<file path="src/rtl/uart_pkg.sv">
// +------------------------------------------------------------------+
// | uart_pkg: shared UART receiver constants, state encoding, voting  |
// | Revision: 1.0                                                     |
// +------------------------------------------------------------------+
`default_nettype none

package uart_pkg;

  localparam int DEFAULT_CLK_DIV = 434;
  localparam int DATA_BITS       = 8;

  typedef enum logic [2:0] {
    IDLE  = 3'd0,
    START = 3'd1,
    DATA  = 3'd2,
    STOP  = 3'd3,
    BREAK = 3'd4
  } rx_state_e;

  function automatic logic maj3(input logic a, input logic b, input logic c);
    return (a & b) | (a & c) | (b & c);
  endfunction

endpackage

`default_nettype wire

</file>
<file path="src/rtl/bit_sync.sv">
// +------------------------------------------------------------------+
// | bit_sync: two-flop synchronizer for an asynchronous input pin     |
// | Revision: 1.0                                                     |
// +------------------------------------------------------------------+
`default_nettype none

module bit_sync #(
  parameter logic RESET_VAL = 1'b1
) (
  input  logic clk_i,
  input  logic rst_i,
  input  logic d_i,
  output logic q_o
);

  logic meta_q;
  logic sync_q;

  always_ff @(posedge clk_i) begin
    if (rst_i) begin
      meta_q <= RESET_VAL;
      sync_q <= RESET_VAL;
    end else begin
      meta_q <= d_i;
      sync_q <= meta_q;
    end
  end

  assign q_o = sync_q;

endmodule

`default_nettype wire

</file>
<file path="src/rtl/uart_byte_rx.sv">
// +------------------------------------------------------------------+
// | uart_byte_rx: 8N1 UART receiver, mid-bit 2-of-3 majority sampling |
// | Revision: 1.0                                                     |
// +------------------------------------------------------------------+
`default_nettype none

module uart_byte_rx
  import uart_pkg::*;
#(
  parameter int CLK_DIV = DEFAULT_CLK_DIV
) (
  input  logic       sys_clk,
  input  logic       sys_rst,
  input  logic       uart_rxd,
  output logic [7:0] rx_data,
  output logic       rx_flag,
  output logic       frame_err,
  output logic       rx_busy
);

  localparam int              CW       = $clog2(CLK_DIV);
  localparam logic [CW-1:0]   CNT_LAST = CW'(CLK_DIV - 1);
  localparam logic [CW-1:0]   SMP_A    = CW'(CLK_DIV / 2 - 1);
  localparam logic [CW-1:0]   SMP_B    = CW'(CLK_DIV / 2);
  localparam logic [CW-1:0]   SMP_C    = CW'(CLK_DIV / 2 + 1);
  localparam logic [2:0]      LAST_BIT = 3'(DATA_BITS - 1);

  logic            rxd_s;
  logic [1:0]      vld_q;
  logic            prev_q;
  logic            fall;
  logic            maj;
  logic            cnt_wrap;

  rx_state_e       state_q, state_d;
  logic [CW-1:0]   cnt_q, cnt_d;
  logic [2:0]      bit_idx_q, bit_idx_d;
  logic [7:0]      shreg_q, shreg_d;
  logic [1:0]      smp_q, smp_d;
  logic [7:0]      data_q, data_d;
  logic            flag_q, flag_d;
  logic            err_q, err_d;

  bit_sync #(
    .RESET_VAL(1'b1)
  ) u_rxd_sync (
    .clk_i(sys_clk),
    .rst_i(sys_rst),
    .d_i  (uart_rxd),
    .q_o  (rxd_s)
  );

  // prev_q stays 0 until the synchronizer carries real line samples, so a
  // line that is low out of reset is never mistaken for a start edge.
  always_ff @(posedge sys_clk) begin
    if (sys_rst) begin
      vld_q  <= 2'b00;
      prev_q <= 1'b0;
    end else begin
      vld_q  <= {vld_q[0], 1'b1};
      prev_q <= rxd_s & vld_q[1];
    end
  end

  assign fall     = prev_q & ~rxd_s;
  assign cnt_wrap = (cnt_q == CNT_LAST);
  assign maj      = maj3(smp_q[1], smp_q[0], rxd_s);

  always_ff @(posedge sys_clk) begin
    if (sys_rst) begin
      state_q   <= IDLE;
      cnt_q     <= '0;
      bit_idx_q <= '0;
      shreg_q   <= '0;
      smp_q     <= '0;
      data_q    <= '0;
      flag_q    <= 1'b0;
      err_q     <= 1'b0;
    end else begin
      state_q   <= state_d;
      cnt_q     <= cnt_d;
      bit_idx_q <= bit_idx_d;
      shreg_q   <= shreg_d;
      smp_q     <= smp_d;
      data_q    <= data_d;
      flag_q    <= flag_d;
      err_q     <= err_d;
    end
  end

  always_comb begin
    state_d   = state_q;
    cnt_d     = cnt_wrap ? '0 : cnt_q + CW'(1);
    bit_idx_d = bit_idx_q;
    shreg_d   = shreg_q;
    smp_d     = smp_q;
    data_d    = data_q;
    flag_d    = 1'b0;
    err_d     = 1'b0;

    if (cnt_q == SMP_A) smp_d[1] = rxd_s;
    if (cnt_q == SMP_B) smp_d[0] = rxd_s;

    case (state_q)
      IDLE: begin
        cnt_d = '0;
        if (fall) state_d = START;
      end
      START: begin
        if (cnt_q == SMP_C && maj) begin
          state_d = IDLE;
          cnt_d   = '0;
        end else if (cnt_wrap) begin
          state_d   = DATA;
          bit_idx_d = '0;
        end
      end
      DATA: begin
        // Right shift: first-received bit ends up in bit 0.
        if (cnt_q == SMP_C) shreg_d = {maj, shreg_q[7:1]};
        if (cnt_wrap) begin
          if (bit_idx_q == LAST_BIT) state_d = STOP;
          else                       bit_idx_d = bit_idx_q + 3'd1;
        end
      end
      STOP: begin
        if (cnt_q == SMP_C) begin
          cnt_d = '0;
          if (maj) begin
            data_d  = shreg_q;
            flag_d  = 1'b1;
            state_d = IDLE;
          end else begin
            err_d   = 1'b1;
            state_d = BREAK;
          end
        end
      end
      BREAK: begin
        cnt_d = '0;
        if (rxd_s) state_d = IDLE;
      end
      default: begin
        state_d = IDLE;
        cnt_d   = '0;
      end
    endcase
  end

  assign rx_data   = data_q;
  assign rx_flag   = flag_q;
  assign frame_err = err_q;
  assign rx_busy   = (state_q != IDLE);

endmodule

`default_nettype wire
</file>
<file path="config.mk">
export PLATFORM = sky130hd
export DESIGN_NAME = uart_byte_rx
export DESIGN_NICKNAME = d
export VERILOG_FILES = /design/src/rtl/uart_pkg.sv /design/src/rtl/bit_sync.sv /design/src/rtl/uart_byte_rx.sv
export SDC_FILE = /design/constraint.sdc
export NUM_CORES = 1
export LEC_CHECK = 0
export CORE_ASPECT_RATIO = 1.4
export CORE_MARGIN = 4
export CORE_UTILIZATION = 28
export CTS_BUF_LIST = sky130_fd_sc_hd__clkbuf_16
export DETAILED_ROUTE_END_ITERATION = 6
export PLACE_DENSITY = 0.56
export SLEW_MARGIN = 20
export SYNTH_ARGS = -nofsm -noshare
export SYNTH_HDL_FRONTEND = slang
export SYNTH_SLANG_ARGS = --single-unit
</file>
<file path="constraint.sdc">
create_clock -name sys_clk -period 1.9 [get_ports sys_clk]
set_input_delay 0.57 -clock sys_clk [delete_from_list [all_inputs] [get_ports sys_clk]]
set_output_delay 0.57 -clock sys_clk [all_outputs]
set_load 0.02 [all_outputs]
</file>
==> impl_metrics.yaml, run 1 <==
sta:
  tightestPinTransition_ps: 393.2
  skew_ps: 6.386
  post-route-min-period_ps: 1837
  final_max_slew_viol_count: 0
  min_period_over_period: 0.9670
  setup_tns_ps: 0
  slew_headroom: 0.7342
  hold_viol_final: 0
  finalWorstSetupSlack_ps: 62.78
  setup_violations: 0
  max_freq_mhz: 544.3
  rsz0062_at_grt: "no"
worst_setup_path:
  cp_max_fo: 2
  path_cells: "or3_1 > dlygate4sd2_1"
  critPathArrivalTime_ps: 1270
  crit_type: "flop to output port"
  crit_family: "simple AND/OR/NAND/NOR gates"
  crit_cells: 2
  cpPeakStageDelay_ps: 360
  crit_path_start_kind: "flop"
  crit_slowest_cell: "or3_1"
  worst_setup_path_end_kind: "output port"
  crit_buf_inv: 1
  required_ps: 1330
  rr_worst_depth: 7
power_and_ir_drop:
  p_int_uw: 1349
  irDropWorstVdd_mv: 0.4930
  comb_power_share: 0.028
  pwr-share-seq: 0.497
  power.net_switching_uw: 354.4
  swShare: 0.2080
  p_leak_uw: 0.0009633
  powerDensity_nw_per_um2: 749.8
  p_clk_frac: 0.474
global_routing:
  grt_max_degree: 17
  grt_pass1_vias: 1394
  track_usage: 0.1012
  antenna_found_initial: 0
  grt_first_pass_wirelength_mm: 6.589
  overflow: 0
final_layout:
  stdcell_area_sq_um: 2272
  antennaDiodeCount: 0
  final_nets: 222
  mostFrequentLayoutCells: "dfxtp_1, nor2_1, buf_4"
  utilization: 0.3609
  drive_gt1_frac: 0.2056
  area_growth_pct: 23.54
  layout_commonest_cell: "dfxtp_1"
detailed_routing:
  vias: 1398
  dr.pass1.iters: 4
  viasPerCell: 4.888
  first_iter_violations: 61
  wl_per_cell_um: 12.66
  route.detailed.drc: 0
  totalWireLength_mm: 3.621
  final_antenna_net_count: 0
clock_tree:
  cts_tree: "done"
  cts_buffer_depth: 2
  path_clk_slew_ps: 60
  cts.htree.levels: 2
  cts_setup_buffers: 0
  clock_sinks: 40
  numCtsBuffers: 5
  ctsHoldBuffers: 0
  ctsRootBufferMaster: "clkbuf_16"
  insertion_delay_ps: 280
logic_synthesis:
  synthCells: 182
  syn_area_sq_um: 1839
  synth_nets: 191
  synth_top_cells_by_area: "dfxtp_1, mux2i_1, ha_1"
  synth-seq-cells: 40
  yosys.area.top_type: "dfxtp_1"
  yosysUniqueCellTypes: 46
  ys_warn_count: 0
  avgSynthCellArea_sq_um: 10.11
  synth_top_area_share: 0.4354
  seq_area_frac_synth: 0.4354
floorplanning:
  coreArea_sq_um: 6296
  ioPinCount: 14
  die_width_um: 76.50
  initial_utilization: 0.2921
  row_count: 34
  die_y_um: 103.9
  die-area_sq_um: 7948
place:
  gp_congestion: 0.7935
  post_dp_cell_area_sq_um: 2123
  pre_cts_slack_ps: 76.47
  io_buffers: 13
  hpwl_mm: 2.614
hold_path:
  hold_path.class: "flop to flop"
  whs_path_depth: 1
flow_run:
  maxCapViolations: 0
run_status:
  status: "finished, final reports clean"
## sequential cells by signal, summed over array words and instances (netlist names)
name,flops
smp_q,2
state_q,3
prev_q,1
frame_err,1
bit_idx_q,3
cnt_q,9
rx_data,8
u_rxd_sync.meta_q,1
u_rxd_sync.q_o,1
rx_flag,1
shreg_q,8
vld_q,2
## path summary, 6_finish.rpt
| kind | start | end | slack (ps) |
|---|---|---|---|
| max | state_q[2] | rx_busy | 60 |
| min | u_rxd_sync.meta_q | u_rxd_sync.q_o | 410 |
| max reg2reg | cnt_q[1] | state_q[0] | 110 |
| min reg2reg | u_rxd_sync.meta_q | u_rxd_sync.q_o | 410 |
## per-stage QoR
step,power (uW),hold WS [ps],std cells
2_1_floorplan,896.1,389.5,182
3_3_place_gp,914.3,393.7,278
3_5_place_dp,915.0,392.9,278
4_1_cts,1730,409.5,286
5_1_grt,1772,428.8,286
6_report,1704,406.9,286
## timing repair
item,4_1_cts,5_1_grt
resized for setup,1,4
setup endpoints to repair,1,1
pin swaps,0,1
cloned,0,0
## power groups by stage
stage                     clock [uW]  sequential [uW]  combinational [uW]
after floorplan                    0              866                30.4
after global placement             0              866                48.4
after detailed placement           0              866                49.0
after CTS                        834              847                48.9
after global routing             872              847                52.5
final                            808              847                47.9
## worst reg2reg max path, cell delays in order, from the launching register on
cell and delay [ps]:
dfxtp_1 310, buf_4 140, inv_1 80, ha_2 190, and4_4 260, a21oi_1 80, a211o_1 300, mux2_4 310
## Yosys cell counts, drive strengths merged
cell type  count
or2            4
clkbuf         5
nand4          3
o211ai         2
ha             6
nor2          20
inv            4
o21a           1
dfxtp         40
nor2b          1
maj3           1
and3           2
or2b           1
a211o          1
and4b          1
nand3b         1
xnor2          3
o21ai          1
a21oi          6
nor4b          3
a32oi          1
and2b          1
o2111ai        1
a211oi         1
nand2         12
nand3          8
or3b           1
and4bb         1
xor2           4
buf            3
and4           2
and3b          1
nor3          12
a2111oi        1
mux2i         18
nor3b          4
or3            3
o41ai          1
mux2           1
## area by class of cell
| class | instances | area, sq um |
|---|---|---|
| Clock buffer | 5 | 125.1 |
| Clock inverter | 3 | 20.02 |
| Fill cell | 645 | 4024 |
| Inverter | 4 | 15.01 |
| Multi-Input combinational cell | 130 | 949.7 |
| Sequential cell | 40 | 800.8 |
| Tap cell | 72 | 90.09 |
| Timing Repair Buffer | 32 | 271.5 |
## per-layer routing
metal | vias up | part of all wire | track usage
met5 | - | 0 | 0
met4 | 0 | 0.013 | 0.04663
met3 | 4 | 0.045 | 0.03206
met2 | 27 | 0.51 | 0.1704
met1 | 657 | 0.44 | 0.1156
li1 | 710 | - | -
## kinds of logic after synthesis
family | count (synthesis) | share of synthesized area
xor+xnor | 7 | 0.03333
fa+ha+maj | 7 | 0.04626
flops | 40 | 0.4354
simple gates | 81 | 0.2571
mux | 19 | 0.1061
compound gates | 16 | 0.07076
buf+inv | 12 | 0.05102
Power figures use the tool's default switching activity.
==> inputs of run 2 (changes only) <==
--- a/config.mk
+++ b/config.mk
@@ -7,10 +7,10 @@
 export LEC_CHECK = 0
 export CORE_ASPECT_RATIO = 1.4
 export CORE_MARGIN = 4
-export CORE_UTILIZATION = 28
+export CORE_UTILIZATION = 50
 export CTS_BUF_LIST = sky130_fd_sc_hd__clkbuf_16
 export DETAILED_ROUTE_END_ITERATION = 6
-export PLACE_DENSITY = 0.56
+export PLACE_DENSITY = 0.85
 export SLEW_MARGIN = 20
 export SYNTH_ARGS = -nofsm -noshare
 export SYNTH_HDL_FRONTEND = slang
==> constraint.sdc (replaced) <==
create_clock -name sys_clk -period 1.6 [get_ports sys_clk]
set_input_delay 0.48 -clock sys_clk [delete_from_list [all_inputs] [get_ports sys_clk]]
set_output_delay 0.48 -clock sys_clk [all_outputs]
set_load 0.02 [all_outputs]
==> run 2 against run 1 <==
The run now ends with setup timing left. Register-to-register slack lost 180 ps. Clock-buffer cell count is the same. Final cell count shrank 5.9%. Via count grew 6.2%. Sequential share of layout area shrank 2.8 points. Global-route usage grew 9.3 points. Critical path depth grew 5. Combinational power grew 45%. Core utilization grew 35 points. First-iteration DRC count shrank 28%. Flip-flop and latch count is the same. Largest cell class unchanged.
==> impl_metrics.yaml, run 2 (same netlist as run 1, synthesis figures left out) <==
clock_tree:
  insertion_delay_ps: 290
  ctsRootBufferMaster: "clkbuf_16"
  path_clk_slew_ps: 60
  clock_sinks: 40
  cts_buffer_depth: 2
  cts.htree.levels: 2
  numCtsBuffers: 5
  cts_tree: "done"
floorplanning:
  initial_utilization: 0.5297
  ioPinCount: 14
  row_count: 25
  die_width_um: 59.26
  die_y_um: 79.77
  coreArea_sq_um: 3472
  die-area_sq_um: 4727
flow_run:
  maxCapViolations: 0
final_layout:
  final_nets: 237
  mostFrequentLayoutCells: "dfxtp_1, buf_4, nor2_1"
  largest_reg_flops: 9
  drive_gt1_frac: 0.3188
  stdcell_area_sq_um: 2481
  registers.top_by_ff_count: "cnt_q"
  antennaDiodeCount: 0
  area_growth_pct: 34.90
  layout_commonest_cell: "dfxtp_1"
  utilization: 0.7146
worst_setup_path:
  required_ps: 1770
  path_cells: "inv_2 > ha_4 > and4bb_1 > buf_6 > o211ai_4 > a211o_1 > mux2_4"
  crit_type: "flop to flop"
  cp_max_fo: 6
  crit_path_start_kind: "flop"
  r2r_slack_ps: -70
  cpPeakStageDelay_ps: 330
  critPathArrivalTime_ps: 1840
  crit_slowest_cell: "dfxtp_2"
  worst_setup_path_end_kind: "flop"
place:
  io_buffers: 13
  gp_congestion: 0.7801
  hpwl_mm: 2.755
  post_dp_cell_area_sq_um: 2186
sta:
  post-route-min-period_ps: 1666
  tightestPinTransition_ps: 453.3
  final_max_slew_viol_count: 0
  max_freq_mhz: 600.3
  finalWorstSetupSlack_ps: -65.85
  setup_violations: 4
  slew_headroom: 0.6938
  skew_ps: 6.964
  min_period_over_period: 1.041
  rsz0062_at_grt: "yes"
  hold_viol_final: 0
global_routing:
  antenna_found_initial: 0
  overflow: 0
  grt_first_pass_wirelength_mm: 6.837
  grt_max_degree: 16
  track_usage: 0.1938
  grt_pass1_vias: 1489
power_and_ir_drop:
  powerDensity_nw_per_um2: 888.2
  p_leak_uw: 0.001114
  irDropWorstVdd_mv: 0.9223
detailed_routing:
  first_iter_violations: 44
  dr.pass1.iters: 4
  final_antenna_net_count: 0
  totalWireLength_mm: 4.115
  vias: 1485
  route.detailed.drc: 0
  wl_per_cell_um: 15.30
  viasPerCell: 5.520
run_status:
  status: "finished with violations"
  violations: "setup timing"
hold_path:
  hold_path.class: "flop to flop"
[run 2: changes by cell type in the layout (fill, tap and decap cells not counted), sizes merged]
cell,before,now
dlygate4sd2,1,10
buf,19,35
clkinv,1,2
clkdlybuf4s50,12,2
bufinv,0,1
inv,5,4
clkinvlp,1,0
[run 2: repair_timing]
action | in CTS | in global routing
pin swaps | 8 | 5
hold buffers | 0 | 0
setup endpoints to repair | 28 | 24
resized for setup | 37 | 8
buffers inserted | 0 | 2
[run 2: through the flow]
stage | setup slack, ps | hold WS (ps) | setup TNS, ps | instances | total power (uW)
CTS | -108.7 | 415.6 | -265.7 | 267 | 2214
finish | -65.85 | 411.9 | -114.4 | 269 | 2204
global route | -132.2 | 418.8 | -1385 | 269 | 2264
floorplan | 3.744 | 389.5 | 0 | 182 | 1064
detailed placement | -162.9 | 398.8 | -1118 | 259 | 1090
global placement | -120.8 | 395.8 | -727.3 | 259 | 1089
[run 2: cell type report]
type                       instances  area [sq um]
fill                             248         991.0
clock inverter                     3         42.54
sequential                        40         805.8
timing repair buffer              47         389.1
multi-input combinational        130          1054
tap                               40         50.05
inverter                           4         15.01
clock buffer                       5         125.1
[run 2: power by group]
group / leakage, uW / internal [uW] / switching (uW)
clock network: 0.0000814 / 732 / 395
registers: 0.000325 / 1000 / 4.07
logic: 0.000707 / 33.7 / 35.7
total: 0.00111 / 1770 / 435
[run 2: path summary, 6_finish.rpt]
check | startpoint | end | cells after the start
min | u_rxd_sync.meta_q | u_rxd_sync.q_o | 1
min reg2reg | u_rxd_sync.meta_q | u_rxd_sync.q_o | 1
max | cnt_q[0] | state_q[0] | 7
max reg2reg | cnt_q[0] | state_q[0] | 7
[run 2: layer usage]
layer	wire length, um	vias to the layer above	track usage
li1	-	737	-
met1	1628	711	0.2082
met2	2214	25	0.3282
met3	138	12	0.05178
met4	133	0	0.1156
met5	0	-	0
[run 2: critical path, delay by kind of cell, from the launching register on]
kind / cells / cell delay, ps
AND/OR/NAND/NOR: 1 / 210
flip-flops: 1 / 330
adder cells (fa/ha/maj): 1 / 130
multiplexers: 1 / 300
AO/OA/AOI/OAI: 2 / 370
buffers and inverters: 2 / 220
